==> src/rtl/clock_set_ctrl_if.sv <==
// Purpose: bundles key pulses, running time and the edit/display outputs of clock_set_ctrl.
// Latency: none, wiring only.
// Backpressure: none, pulses and levels only.
interface clock_set_ctrl_if;
  logic [3:0] key_pulse;
  logic [4:0] cur_hour;
  logic [5:0] cur_min;
  logic [5:0] cur_sec;
  logic       set_mode;
  logic [2:0] field_sel;
  logic [4:0] edit_hour;
  logic [5:0] edit_min;
  logic [5:0] edit_sec;
  logic       load;
  logic       blink;

  // Keypad/time-counter side: drives keys and running time, observes the editor.
  modport master (
    output key_pulse, cur_hour, cur_min, cur_sec,
    input  set_mode, field_sel, edit_hour, edit_min, edit_sec, load, blink
  );

  // Editor side.
  modport slave (
    input  key_pulse, cur_hour, cur_min, cur_sec,
    output set_mode, field_sel, edit_hour, edit_min, edit_sec, load, blink
  );
endinterface

==> src/rtl/clock_set_ctrl.sv <==
// Purpose: time-setting editor FSM driven by debounced key pulses (MODE/NEXT/UP/DOWN).
// Latency: key sampled at edge N is reflected on all (registered) outputs after edge N.
// Backpressure: none; pulses in COMMIT are dropped, idle set mode aborts after TIMEOUT_CYCLES.
module clock_set_ctrl #(
  parameter int TIMEOUT_CYCLES = 250_000_000,
  parameter int BLINK_CYCLES   = 25_000_000
) (
  input logic            clk,
  input logic            rst_n,
  clock_set_ctrl_if.slave bus
);

  localparam int TW = (TIMEOUT_CYCLES > 1) ? $clog2(TIMEOUT_CYCLES) : 1;
  localparam int BW = (BLINK_CYCLES > 1) ? $clog2(BLINK_CYCLES) : 1;
  // The abort edge is the one at which the idle count would reach TIMEOUT_CYCLES-1.
  localparam logic [TW-1:0] TMO_LAST = TW'(TIMEOUT_CYCLES - 2);
  localparam logic [BW-1:0] BLK_LAST = BW'(BLINK_CYCLES - 1);

  typedef enum logic [2:0] {RUN, SET_HOUR, SET_MIN, SET_SEC, COMMIT} state_t;

  state_t        state_q, state_d;
  logic [TW-1:0] tmo_q, tmo_d;
  logic [BW-1:0] blk_cnt_q, blk_cnt_d;
  logic          blink_q, blink_d;
  logic [4:0]    hour_q, hour_d;
  logic [5:0]    min_q, min_d;
  logic [5:0]    sec_q, sec_d;
  logic          set_mode_q, set_mode_d;
  logic [2:0]    field_sel_q, field_sel_d;
  logic          load_q, load_d;
  logic          in_set_q, in_set_d;
  logic          k_any, k_mode, k_next, k_up, k_dn;

  // Out-of-range values wrap to 0 on increment and to the maximum on decrement.
  function automatic logic [5:0] wrap_up(input logic [5:0] v, input logic [5:0] top);
    return (v >= top) ? 6'd0 : v + 6'd1;
  endfunction

  function automatic logic [5:0] wrap_dn(input logic [5:0] v, input logic [5:0] top);
    return (v == 6'd0 || v > top) ? top : v - 6'd1;
  endfunction

  // Single-winner key decode: MODE > NEXT > UP > DOWN; UP+DOWN together is a no-op.
  always_comb begin
    k_any  = |bus.key_pulse;
    k_mode = bus.key_pulse[0];
    k_next = bus.key_pulse[1] & ~bus.key_pulse[0];
    k_up   = bus.key_pulse[2] & ~bus.key_pulse[3] & ~bus.key_pulse[1] & ~bus.key_pulse[0];
    k_dn   = bus.key_pulse[3] & ~bus.key_pulse[2] & ~bus.key_pulse[1] & ~bus.key_pulse[0];
  end

  // Next-state logic.
  always_comb begin
    state_d = state_q;
    unique case (state_q)
      RUN: if (k_mode) state_d = SET_HOUR;
      SET_HOUR, SET_MIN, SET_SEC: begin
        if (k_mode)
          state_d = COMMIT;
        else if (k_next)
          state_d = (state_q == SET_HOUR) ? SET_MIN :
                    (state_q == SET_MIN)  ? SET_SEC : SET_HOUR;
        else if (!k_any && tmo_q == TMO_LAST)
          state_d = RUN;
      end
      COMMIT:  state_d = RUN;
      default: state_d = RUN;
    endcase
  end

  // Edit values, idle timeout and blink phase for the next cycle.
  always_comb begin
    in_set_q  = (state_q == SET_HOUR) || (state_q == SET_MIN) || (state_q == SET_SEC);
    in_set_d  = (state_d == SET_HOUR) || (state_d == SET_MIN) || (state_d == SET_SEC);
    hour_d    = hour_q;
    min_d     = min_q;
    sec_d     = sec_q;
    tmo_d     = '0;
    blk_cnt_d = '0;
    blink_d   = 1'b0;

    if (state_q == RUN && k_mode) begin
      hour_d = bus.cur_hour;
      min_d  = bus.cur_min;
      sec_d  = bus.cur_sec;
    end else if (in_set_q && (k_up || k_dn)) begin
      if (state_q == SET_HOUR)
        hour_d = k_up ? 5'(wrap_up({1'b0, hour_q}, 6'd23)) : 5'(wrap_dn({1'b0, hour_q}, 6'd23));
      else if (state_q == SET_MIN)
        min_d = k_up ? wrap_up(min_q, 6'd59) : wrap_dn(min_q, 6'd59);
      else
        sec_d = k_up ? wrap_up(sec_q, 6'd59) : wrap_dn(sec_q, 6'd59);
    end

    // Counters only run while staying in set mode; entry and exit leave them cleared.
    if (in_set_q && in_set_d) begin
      if (!k_any)
        tmo_d = tmo_q + TW'(1);
      if (!(k_next || k_up || k_dn)) begin
        if (blk_cnt_q == BLK_LAST) begin
          blink_d = ~blink_q;
        end else begin
          blk_cnt_d = blk_cnt_q + BW'(1);
          blink_d   = blink_q;
        end
      end
    end
  end

  // Output decode from the next state so every output comes straight from a flop.
  always_comb begin
    set_mode_d  = in_set_d;
    load_d      = (state_d == COMMIT);
    field_sel_d = (state_d == SET_HOUR) ? 3'b100 :
                  (state_d == SET_MIN)  ? 3'b010 :
                  (state_d == SET_SEC)  ? 3'b001 : 3'b000;
  end

  // State, counter and output registers.
  always_ff @(posedge clk or negedge rst_n) begin
    if (!rst_n) begin
      state_q     <= RUN;
      tmo_q       <= '0;
      blk_cnt_q   <= '0;
      blink_q     <= 1'b0;
      hour_q      <= '0;
      min_q       <= '0;
      sec_q       <= '0;
      set_mode_q  <= 1'b0;
      field_sel_q <= '0;
      load_q      <= 1'b0;
    end else begin
      state_q     <= state_d;
      tmo_q       <= tmo_d;
      blk_cnt_q   <= blk_cnt_d;
      blink_q     <= blink_d;
      hour_q      <= hour_d;
      min_q       <= min_d;
      sec_q       <= sec_d;
      set_mode_q  <= set_mode_d;
      field_sel_q <= field_sel_d;
      load_q      <= load_d;
    end
  end

  assign bus.set_mode  = set_mode_q;
  assign bus.field_sel = field_sel_q;
  assign bus.edit_hour = hour_q;
  assign bus.edit_min  = min_q;
  assign bus.edit_sec  = sec_q;
  assign bus.load      = load_q;
  assign bus.blink     = blink_q;

endmodule

==> src/flat_wrapper.sv <==
// flat-port wrapper written by rule: the top's interface ports become plain ports
module clock_set_ctrl_flat 
#(
  parameter int TIMEOUT_CYCLES = 250_000_000,
  parameter int BLINK_CYCLES   = 25_000_000
)
  (clk, rst_n, bus_key_pulse, bus_cur_hour, bus_cur_min, bus_cur_sec, bus_set_mode, bus_field_sel, bus_edit_hour, bus_edit_min, bus_edit_sec, bus_load, bus_blink);
  clock_set_ctrl_if bus_i ();
  input logic clk;
  input logic rst_n;
  input wire logic [$bits(bus_i.key_pulse)-1:0] bus_key_pulse;
  input wire logic [$bits(bus_i.cur_hour)-1:0] bus_cur_hour;
  input wire logic [$bits(bus_i.cur_min)-1:0] bus_cur_min;
  input wire logic [$bits(bus_i.cur_sec)-1:0] bus_cur_sec;
  output wire logic [$bits(bus_i.set_mode)-1:0] bus_set_mode;
  output wire logic [$bits(bus_i.field_sel)-1:0] bus_field_sel;
  output wire logic [$bits(bus_i.edit_hour)-1:0] bus_edit_hour;
  output wire logic [$bits(bus_i.edit_min)-1:0] bus_edit_min;
  output wire logic [$bits(bus_i.edit_sec)-1:0] bus_edit_sec;
  output wire logic [$bits(bus_i.load)-1:0] bus_load;
  output wire logic [$bits(bus_i.blink)-1:0] bus_blink;
  assign bus_i.key_pulse = bus_key_pulse;
  assign bus_i.cur_hour = bus_cur_hour;
  assign bus_i.cur_min = bus_cur_min;
  assign bus_i.cur_sec = bus_cur_sec;
  assign bus_set_mode = bus_i.set_mode;
  assign bus_field_sel = bus_i.field_sel;
  assign bus_edit_hour = bus_i.edit_hour;
  assign bus_edit_min = bus_i.edit_min;
  assign bus_edit_sec = bus_i.edit_sec;
  assign bus_load = bus_i.load;
  assign bus_blink = bus_i.blink;
  clock_set_ctrl #(.TIMEOUT_CYCLES(TIMEOUT_CYCLES), .BLINK_CYCLES(BLINK_CYCLES)) u_core (.clk(clk), .rst_n(rst_n), .bus(bus_i));
endmodule
==> config.mk <==
export PLATFORM = sky130hd
export DESIGN_NAME = clock_set_ctrl_flat
export DESIGN_NICKNAME = d
export VERILOG_FILES = /design/src/rtl/clock_set_ctrl_if.sv /design/src/rtl/clock_set_ctrl.sv /design/src/flat_wrapper.sv
export SDC_FILE = /design/constraint.sdc
export NUM_CORES = 1
export LEC_CHECK = 0
export ABC_CLOCK_PERIOD_IN_PS = 2550
export CAP_MARGIN = 20
export CORE_MARGIN = 2
export CORE_UTILIZATION = 52
export CTS_BUF_LIST = sky130_fd_sc_hd__clkbuf_8
export DETAILED_ROUTE_END_ITERATION = 7
export PLACE_DENSITY = 0.7
export SYNTH_ARGS = -nofsm -noshare
export SYNTH_HDL_FRONTEND = slang
export SYNTH_SLANG_ARGS = --single-unit
export TNS_END_PERCENT = 1
==> constraint.sdc <==
create_clock -name clk -period 2.55 [get_ports clk]
set_input_delay 0.51 -clock clk [delete_from_list [all_inputs] [get_ports clk]]
set_output_delay 0.51 -clock clk [all_outputs]
set_load 0.005 [all_outputs]
==> flow_metrics.tcl <==
set metrics [dict create \
    ys_async_sr_fraction_pct 100.0 \
    post_drt_wl_per_cell_um 15.66 \
    fin_area_um2 5525 \
    final_critical_path_setup_slack_ns 0.3405 \
    period_share_pct 86.65 \
    drt_iter0_drc 205 \
    clock_sink_count 79 \
    peakVddDrop_uv 465.8 \
    cp.arrival_ns 2.42 \
    syn-num-nets 566 \
    slew-limit-headroom_pct 57.57 \
    count_of_fill_cells_added_during_filler_insertion 743 \
    routed_via_density 5.844 \
    ys_ff_latch 79 \
    clkLatencyLatePin_ns 0.35 \
    final_cell_mix "82 x sky130_fd_sc_hd__nor2_1, 79 x sky130_fd_sc_hd__dfrtp_1, 44 x sky130_fd_sc_hd__clkdlybuf4s50_1" \
    initial_core_util_pct 53.62 \
    synth-edff-count 0 \
    fin_setup_tns_ns 0 \
    grt_start_max_net_pins 49 \
    final_common_cell "sky130_fd_sc_hd__nor2_1" \
    placement.io_buffers 45 \
    path_clk_slew_ns 0.09 \
    gp_routability_congestion 0.8847 \
    setup.reg_to_reg.worst_slack_ns 0.36 \
    synthFlopType "sky130_fd_sc_hd__dfrtp_1" \
    critPathTopFamily "simple AND/OR/NAND/NOR gates" \
    max_slew.worst_pin.slew_ns 0.6312 \
    cts_made_buffers 9 \
    grt-ovfl-total 0 \
    run_status "finished clean" \
    drc_markers 0 \
    grt_pass1_wl_um 18480 \
    post-route-min-period_ns 2.209 \
    hp-class "in2async" \
    antenna_found_initial 0 \
    clock_path_buffers 2 \
    setup.worst_path.start "bus_key_pulse[0]" \
    fin_skew_ns 0.01136 \
    multiInputGateArea_um2 2496 \
    timing.critical_path.to_type "flop" \
    critical_path.cell_chain "clkdlybuf4s50_1, or4_1, nor4_1, nand4_1, buf_4, nand2b_1, a311oi_1" \
    cts_hold_buffers 0 \
    fin_util_pct 63.36 \
    totalWireLength_um 10870 \
    die_area_um2 9766 \
    post_synth_inst_count 532 \
    regArea_um2 1977 \
    detailedRoute.firstPassIterationCount 4 \
    yosys.cell_types.count 60 \
    finalPower_uw 4377 \
    floorplan.die.width_um 98.83 \
    core_area_um2 8721 \
    grt_setup_unrepaired "no" \
    worst_r2r_endpoint "u_core.bus.edit_hour[1]" \
    vias_after_detailed_routing 4056 \
    synth_area_um2 4676 \
    setup_viol_count_final 0 \
    final_net_count 616 \
    std_cell_rows 34 \
    place_area_um2 5353 \
    place_hpwl_um 7683 \
    clockRootBuffer "sky130_fd_sc_hd__clkbuf_8" \
    n_antenna_cell 0 \
    ant_nets 0 \
    total_leakage_power_uw 0.002171 \
    area_growth_syn_to_layout_pct 18.17 \
    syn_area_per_cell_um2 8.789 \
    die_y_um 98.83 \
    yosysWarnings 0 \
    fmaxAchievable_mhz 452.6 \
    cp_num_buf_inv 2 \
    cts-resized-gates 0 \
    io-pin-count 46 \
    cts_tree "built" \
    cp_slowest_cell "sky130_fd_sc_hd__or4_1" \
    number_of_max_slew_violations_in_the_final_report 0 \
    timing.critical_path.from_type "primary input" \
    source_of_the_worst_register_to_register_timing_path "u_core.bus.edit_hour[1]" \
    place_ws_ns -0.01386 \
    final_layout_size_suffix_gt1_share_pct 7.850 \
    required_ns 2.76 \
    crit_fanout 5 \
    max_cap_violation_count 0 \
    cts_setup_buffers 0 \
    grt_usage_pct 22.94 \
    hold_viol 0 \
    cpPeakStageDelay_ns 0.58 \
    grt_pass1_vias 3934 \
    worstSetupPathType "in2reg" \
    ys_seq_area_share_pct 42.28 \
    timing.reg2reg.worst_path_depth 7 \
    htree_depth 3 \
    power.density_nw_per_um2 792.2 \
]
## power by group
part	switching (uW)	internal, uW	leakage, uW	total, uW
clock	468	375	0.0000822	843
combinational	828	890	0.00103	1720
sequential	391	1430	0.00106	1820
total	1690	2690	0.00217	4380
## cell usage after synthesis, types with 3 or more instances
cell	count	share of area [%]
sky130_fd_sc_hd__nand4b_1	3	0.56
sky130_fd_sc_hd__and4_1	3	0.56
sky130_fd_sc_hd__o21ai_0	15	1.6
sky130_fd_sc_hd__o21ai_1	3	0.32
sky130_fd_sc_hd__inv_1	21	1.7
sky130_fd_sc_hd__o211ai_1	5	0.80
sky130_fd_sc_hd__o41ai_1	3	0.56
sky130_fd_sc_hd__a21oi_1	19	2.0
sky130_fd_sc_hd__a311oi_1	3	0.56
sky130_fd_sc_hd__o31a_1	3	0.56
sky130_fd_sc_hd__nor2_1	82	6.6
sky130_fd_sc_hd__a211o_1	3	0.56
sky130_fd_sc_hd__o31ai_1	3	0.48
sky130_fd_sc_hd__nor3b_1	4	0.64
sky130_fd_sc_hd__ha_1	11	2.9
sky130_fd_sc_hd__and3_1	11	1.5
sky130_fd_sc_hd__nand4_1	19	2.5
sky130_fd_sc_hd__clkbuf_1	21	1.7
sky130_fd_sc_hd__dfrtp_1	79	42
sky130_fd_sc_hd__nor4_1	13	1.7
sky130_fd_sc_hd__o22ai_1	6	0.80
sky130_fd_sc_hd__xor2_1	27	5.1
sky130_fd_sc_hd__buf_2	7	0.75
sky130_fd_sc_hd__nand3_1	33	3.5
sky130_fd_sc_hd__a211oi_1	4	0.64
sky130_fd_sc_hd__xnor2_1	28	5.2
sky130_fd_sc_hd__or3_1	5	0.67
sky130_fd_sc_hd__nand3b_1	3	0.48
sky130_fd_sc_hd__nand2b_1	3	0.40
sky130_fd_sc_hd__nor3_1	17	1.8
sky130_fd_sc_hd__a31oi_1	7	0.94
sky130_fd_sc_hd__nand2_1	32	2.6
## layer usage
layer	wire length, um	GRT usage [%]
met4	101	5.479
met2	5123	36.59
met1	5185	32.44
met5	0	0
met3	457	4.681
## registers in the layout, indices dropped and copies added, names as in the netlist
register	flops
u_core.bus.set_mode	1
u_core.bus.edit_min	6
u_core.bus.load	1
u_core.bus.edit_sec	6
u_core.bus.blink	1
u_core.bus.field_sel	3
u_core.blk_cnt_q	25
u_core.tmo_q	28
u_core.state_q	3
u_core.bus.edit_hour	5
## worst max path at each step
stage | slack (ns) | end | cells after the start
2_1_floorplan | 0.46 | u_core.bus.edit_min[3] | 7
3_3_place_gp | 0.004 | u_core.state_q[1] | 7
3_5_place_dp | -0.01 | u_core.state_q[1] | 7
4_1_cts | 0.35 | u_core.state_q[1] | 7
5_1_grt | 0.22 | u_core.bus.edit_sec[4] | 7
6_report | 0.34 | u_core.state_q[1] | 7
## metrics by stage
| step | hold WS [ns] | cells |
|---|---|---|
| floorplan | 0.2144 | 532 |
| global placement | 0.4915 | 679 |
| detailed placement | 0.4905 | 679 |
| CTS | 0.1022 | 694 |
| global route | 0.1098 | 694 |
| finish | 0.09086 | 694 |
## kinds of logic (layout without fill, tap and decap cells)
logic type,after synthesis,count (layout),synth area share (%)
AO/OA/AOI/OAI,95,95,13.86
XOR/XNOR,55,55,10.30
adder cells (fa/ha/maj),11,11,2.943
buffers and inverters,51,105,4.469
flip-flops,79,79,42.28
multiplexers,1,1,0.2141
AND/OR/NAND/NOR,240,240,25.93
## final cells by class
| class | count | share of cell area, % |
|---|---|---|
| Timing Repair Buffer | 69 | 12.05 |
| Tap cell | 108 | 2.446 |
| Clock inverter | 5 | 0.6341 |
| Sequential cell | 79 | 35.78 |
| Multi-Input combinational cell | 402 | 45.18 |
| Inverter | 21 | 1.427 |
| Clock buffer | 10 | 2.491 |
(Power assumes the default switching activity.)
==> variant 1 (config.mk and constraints unchanged) <==
Reset style: synchronous (`rst_n`), changed in one clocked block.
--- a/src/rtl/clock_set_ctrl.sv
+++ b/src/rtl/clock_set_ctrl.sv
@@ -119,3 +119,3 @@
   // State, counter and output registers.
-  always_ff @(posedge clk or negedge rst_n) begin
+  always_ff @(posedge clk) begin
     if (!rst_n) begin
Function: differs if rst_n is asserted again (counterexample within 4 cycles, from zero or initial values and one cycle with rst_n low); with rst_n held inactive, the same outputs for 10 cycles.
==> variant 1 against the unedited design <==
  * Clock skew about the same
  * Sequential cell count is the same
  * Routed wire length down 6.3%
  * Area after synthesis is 3.3% lower
  * Critical path depth unchanged
  * Register-to-register slack improved by 0.05 ns
  * Cell count rose by 0.86%
  * Worst setup slack got worse by 0.053 ns
  * Final area fell by 3.6%
  * Count of clock-buffer cells in the layout grew 1
  * First-iteration DRC count down 30%
Power is not compared: it rests on default switching activity, and its combinational part moved more than twofold at a synthesized area within 25%.
==> variant 1: results (changes against the unedited design) <==
Run status
  • Status: finished clean (unchanged)

Logic synthesis
  • Commonest cells post-synth: 79 x dfxtp_1, 65 x nor2_1, 42 x nand2_1, 37 x nand3_1, 29 x xor2_1 (was 82 x nor2_1, 79 x dfrtp_1, 33 x nand3_1, 32 x nand2_1, 28 x xnor2_1)
  • Primary FF master, synth: dfxtp_1 (was dfrtp_1)
  • Synthesized Nets: 574 (was 566)
  • Synth unique cells: 65 (was 60)
  • Post-synthesis sequential area ratio: 35.0% (was 42.3%)
  • Top post-synthesis cells by area: dfxtp_1 35%, xor2_1 5.6%, xnor2_1 5.4%, nor2_1 5.4%, nand3_1 4.1% (was dfrtp_1 42%, nor2_1 6.6%, xnor2_1 5.2%, xor2_1 5.1%, nand3_1 3.5%)
  • Synth Area in Compound Gates: 12.7% (was 13.9%)
  • Synth Area in Adders: 3.26% (was 2.94%)
  • Mux contribution to synthesized area: 0.249% (was 0.214%)
  • Xor/xnor share of the synthesized area: 11.0% (was 10.3%)
  • Post-Syn Area per Cell: 8.38 um2 (was 8.79 um2)

Global route
  • Tot GR Track Use: 21.3% (was 22.9%)
  • Vias in the first global route: 3830 (was 3934)
  • Largest net degree at the start of global routing: 29 (was 49)
  • First-pass GRT wire length: 17100 um (was 18500 um)

Finish
  • Final net count: 621 (was 616)
  • Ratio of cells with drive above 1 in the final layout: 12.2% (was 7.85%)

Setup path
  • CP max-delay cell: clkdlybuf4s50_1 (was or4_1)
  • Max stage delay on crit path: 0.63 ns (was 0.58 ns)
  • Critical Path Fanout Max: 13 (was 5)

Drt
  • Drt wl/cell: 14.5 um (was 15.7 um)
  • Drt first-iter violations: 143 (was 205)
  • Routed WL: 10200 um (was 10900 um)

Placed design
  • # placed instances: 684 (was 679)
  • Final HPWL DP: 7200 um (was 7680 um)
  • GPL Wtd Cong: 0.855 (was 0.885)

STA
  • Worst-margin pin slew: 0.727 ns (was 0.631 ns)

Hold path
  • HP Class: flop to flop (was input port to async pin)
## variant 1: cell families after synthesis
kind of cell	Yosys count
xor+xnor	57
mux	1
fa+ha+maj	12
simple gates	261
compound gates	89
flops	79
buf+inv	41
## variant 1: path summary, 6_finish.rpt
kind | end | slack (ns) | startpoint | depth (start not counted)
worst min register to register | u_core.tmo_q[0] | 0.49 | u_core.tmo_q[0] | 1
worst min-delay path | u_core.tmo_q[0] | 0.49 | u_core.tmo_q[0] | 1
worst max-delay path | u_core.bus.edit_min[1] | 0.29 | bus_key_pulse[2] | 7
worst max register to register | u_core.tmo_q[2] | 0.41 | u_core.tmo_q[14] | 5
## variant 1: power by group through the flow
stage | Combinational, W | Sequential [W] | Clock (W)
after detailed placement | 0.000471 | 0.00139 | 0
after global routing | 0.000519 | 0.00137 | 0.00114
after CTS | 0.000473 | 0.00136 | 0.00109
after floorplan | 0.000319 | 0.00134 | 0
after global placement | 0.000464 | 0.00138 | 0
final | 0.000474 | 0.00136 | 0.00107
## variant 1: layout make-up
class	instances	area [um2]
Multi-Input combinational cell	420	2730
Timing Repair Buffer	62	591
Sequential cell	79	1580
Fill cell	754	3270
Inverter	15	56.3
Clock inverter	5	80.1
Tap cell	108	135
Clock buffer	11	151
## variant 1: stage by stage
step | TNS [ns] | hold slack (ns) | cell area, um2 | worst slack (ns) | utilization (%)
4_1_cts | 0 | 0.490 | 5320 | 0.339 | 62.0
2_1_floorplan | 0 | 0.441 | 4520 | 0.556 | -
3_5_place_dp | -0.0340 | 0.473 | 5090 | -0.0340 | 59.3
5_1_grt | 0 | 0.505 | 5320 | 0.225 | 62.0
6_report | 0 | 0.488 | 5320 | 0.287 | 62.0
3_3_place_gp | 0 | 0.460 | 5090 | 0.0175 | 59.3
## variant 1: metal layers
layer	track usage [%]	share of wire [%]	vias to the layer above
li1	-	-	2027
met1	25.8	46	1922
met2	37.8	49	85
met3	3.67	3.9	13
met4	7.59	1.6	0
met5	0	0	-
==> variant 2 (same flow settings) <==
Made on the original files. `TIMEOUT_CYCLES` is set to 250_000_000 in 2 places; all go to 62_500_000.
--- a/src/rtl/clock_set_ctrl.sv
+++ b/src/rtl/clock_set_ctrl.sv
@@ -4,3 +4,3 @@
 module clock_set_ctrl #(
-  parameter int TIMEOUT_CYCLES = 250_000_000,
+  parameter int TIMEOUT_CYCLES = 62_500_000,
   parameter int BLINK_CYCLES   = 25_000_000
--- a/src/flat_wrapper.sv
+++ b/src/flat_wrapper.sv
@@ -3,3 +3,3 @@
 #(
-  parameter int TIMEOUT_CYCLES = 250_000_000,
+  parameter int TIMEOUT_CYCLES = 62_500_000,
   parameter int BLINK_CYCLES   = 25_000_000
Check against the original RTL: no difference found for any inputs over 10 cycles, from zero or initial values and one cycle with rst_n low; that may be too few to reach the edited logic, so the function may still have changed.
==> variant 2 against the unedited design <==
  * Sequential cell count fell by 2
  * Critical path depth down 1
  * Register-to-register slack gained 0.04 ns
  * Clock power is 15% higher
  * Power decreased by 0.39%
  * Final area decreased by 0.54%
  * Area after synthesis decreased by 1.5%
  * Worst setup slack got worse by 0.061 ns
  * Routed wire length fell by 2.2%
  * Highest routed layer unchanged
==> variant 2: results (changes against the unedited design) <==
Run status
  • Status: finished clean (unchanged)

STA
  • Final hold slack: 0.124 ns (was 0.0909 ns)
  • Worst clock skew: 0.0139 ns (was 0.0114 ns)
  • Worst-margin pin slew: 0.702 ns (was 0.631 ns)
  • Max Clk Rate: 440 MHz (was 453 MHz)

Drt
  • Pre-Repair DR Iteration Count: 5 (was 4)
  • Routed vias/inst: 5.83 (was 5.84)
  • Drt wl/cell: 15.6 um (was 15.7 um)

Logic synthesis
  • Primary FF master, synth: dfrtp_1 (unchanged)
  • Commonest cells post-synth: 77 x dfrtp_1, 65 x nor2_1, 40 x xor2_1, 31 x nand3_1, 30 x nand2_1 (was 82 x nor2_1, 79 x dfrtp_1, 33 x nand3_1, 32 x nand2_1, 28 x xnor2_1)
  • Synth unique cells: 58 (was 60)
  • Post-Syn Area per Cell: 8.96 um2 (was 8.79 um2)
  • Xor/xnor share of the synthesized area: 11.2% (was 10.3%)
  • Mux contribution to synthesized area: 0% (was 0.214%)
  • Post-synthesis sequential area ratio: 41.8% (was 42.3%)
  • Synth Area in Adders: 2.99% (was 2.94%)
  • Synthesized Nets: 548 (was 566)

Setup path
  • Critical Path Fanout Max: 8 (was 5)
  • Reg2Reg Setup Slack: 0.40 ns (was 0.36 ns)
  • Critical path data arrival time: 2.54 ns (was 2.42 ns)
  • Crit path from: bus_key_pulse[1] (was bus_key_pulse[0])
  • CP max-delay cell: or4b_2 (was or4_1)
  • Max stage delay on crit path: 0.82 ns (was 0.58 ns)
  • FF-to-FF Start: u_core.tmo_q[8] (was u_core.bus.edit_hour[1])

Finish
  • Finished Layout Cells: 681 (was 694)
  • Ratio of cells with drive above 1 in the final layout: 10.3% (was 7.85%)
  • Final net count: 602 (was 616)
  • Filler cells: 749 (was 743)

Global route
  • Largest net degree at the start of global routing: 40 (was 49)
  • Vias in the first global route: 3890 (was 3934)
  • Tot GR Track Use: 23.0% (was 22.9%)

Placed design
  • Final HPWL DP: 7290 um (was 7680 um)

Pwr
  • Peak VDD IR: 0.410 mV (was 0.466 mV)
  • Lkg Pwr: 2.21 nW (was 2.17 nW)
variant 2: metrics by stage:
step | instance area, um2 | worst slack (ns)
2_1_floorplan | 4600 | 0.449
3_3_place_gp | 5290 | 0.0605
3_5_place_dp | 5290 | -0.0284
4_1_cts | 5500 | 0.317
5_1_grt | 5500 | 0.212
6_report | 5500 | 0.279
variant 2: path summary, 6_finish.rpt:
kind                                            to  depth (start not counted)
max                        u_core.bus.edit_hour[2]                          6
min                           u_core.blk_cnt_q[14]                          1
max reg2reg                       u_core.tmo_q[13]                          7
min reg2reg                    u_core.blk_cnt_q[0]                          1
max in group asynchronous         u_core.tmo_q[17]                          2
min in group clk               u_core.blk_cnt_q[0]                          1
variant 2: cell families (layout without fill, tap and decap cells):
logic type                 count (synthesis)  after routing
AOI/OAI and AO/OA                         85             85
xor gates and xnor gates                  59             59
adders and majority gates                 11             11
buffers and inverters                     43            102
DFF                                       77             77
and+or+nand+nor                          239            239
variant 2: power by group:
group | internal (W) | switching [W] | total [W]
logic | 0.000873 | 0.000761 | 0.00163
registers | 0.00138 | 0.000373 | 0.00175
clock network | 0.000470 | 0.000503 | 0.000973
total | 0.00272 | 0.00164 | 0.00436
variant 2: final cells by class:
class                      instances  share of cell area (%)
sequential                        77                    35.1
clock buffer                       9                    2.25
multi-input combinational        394                    45.2
timing repair buffer              70                    12.5
inverter                          16                    1.09
clock inverter                     7                    1.48
tap                              108                    2.46
variant 2: routing by layer:
metal | wire length, um | share of wire, % | GRT usage, % | vias to the layer above
met2 | 5150 | 49 | 36.9 | 85
met5 | 0 | 0 | 0 | -
met1 | 4960 | 47 | 32.1 | 1932
li1 | - | - | - | 1940
met3 | 377 | 3.5 | 3.29 | 12
met4 | 134 | 1.3 | 8.01 | 0
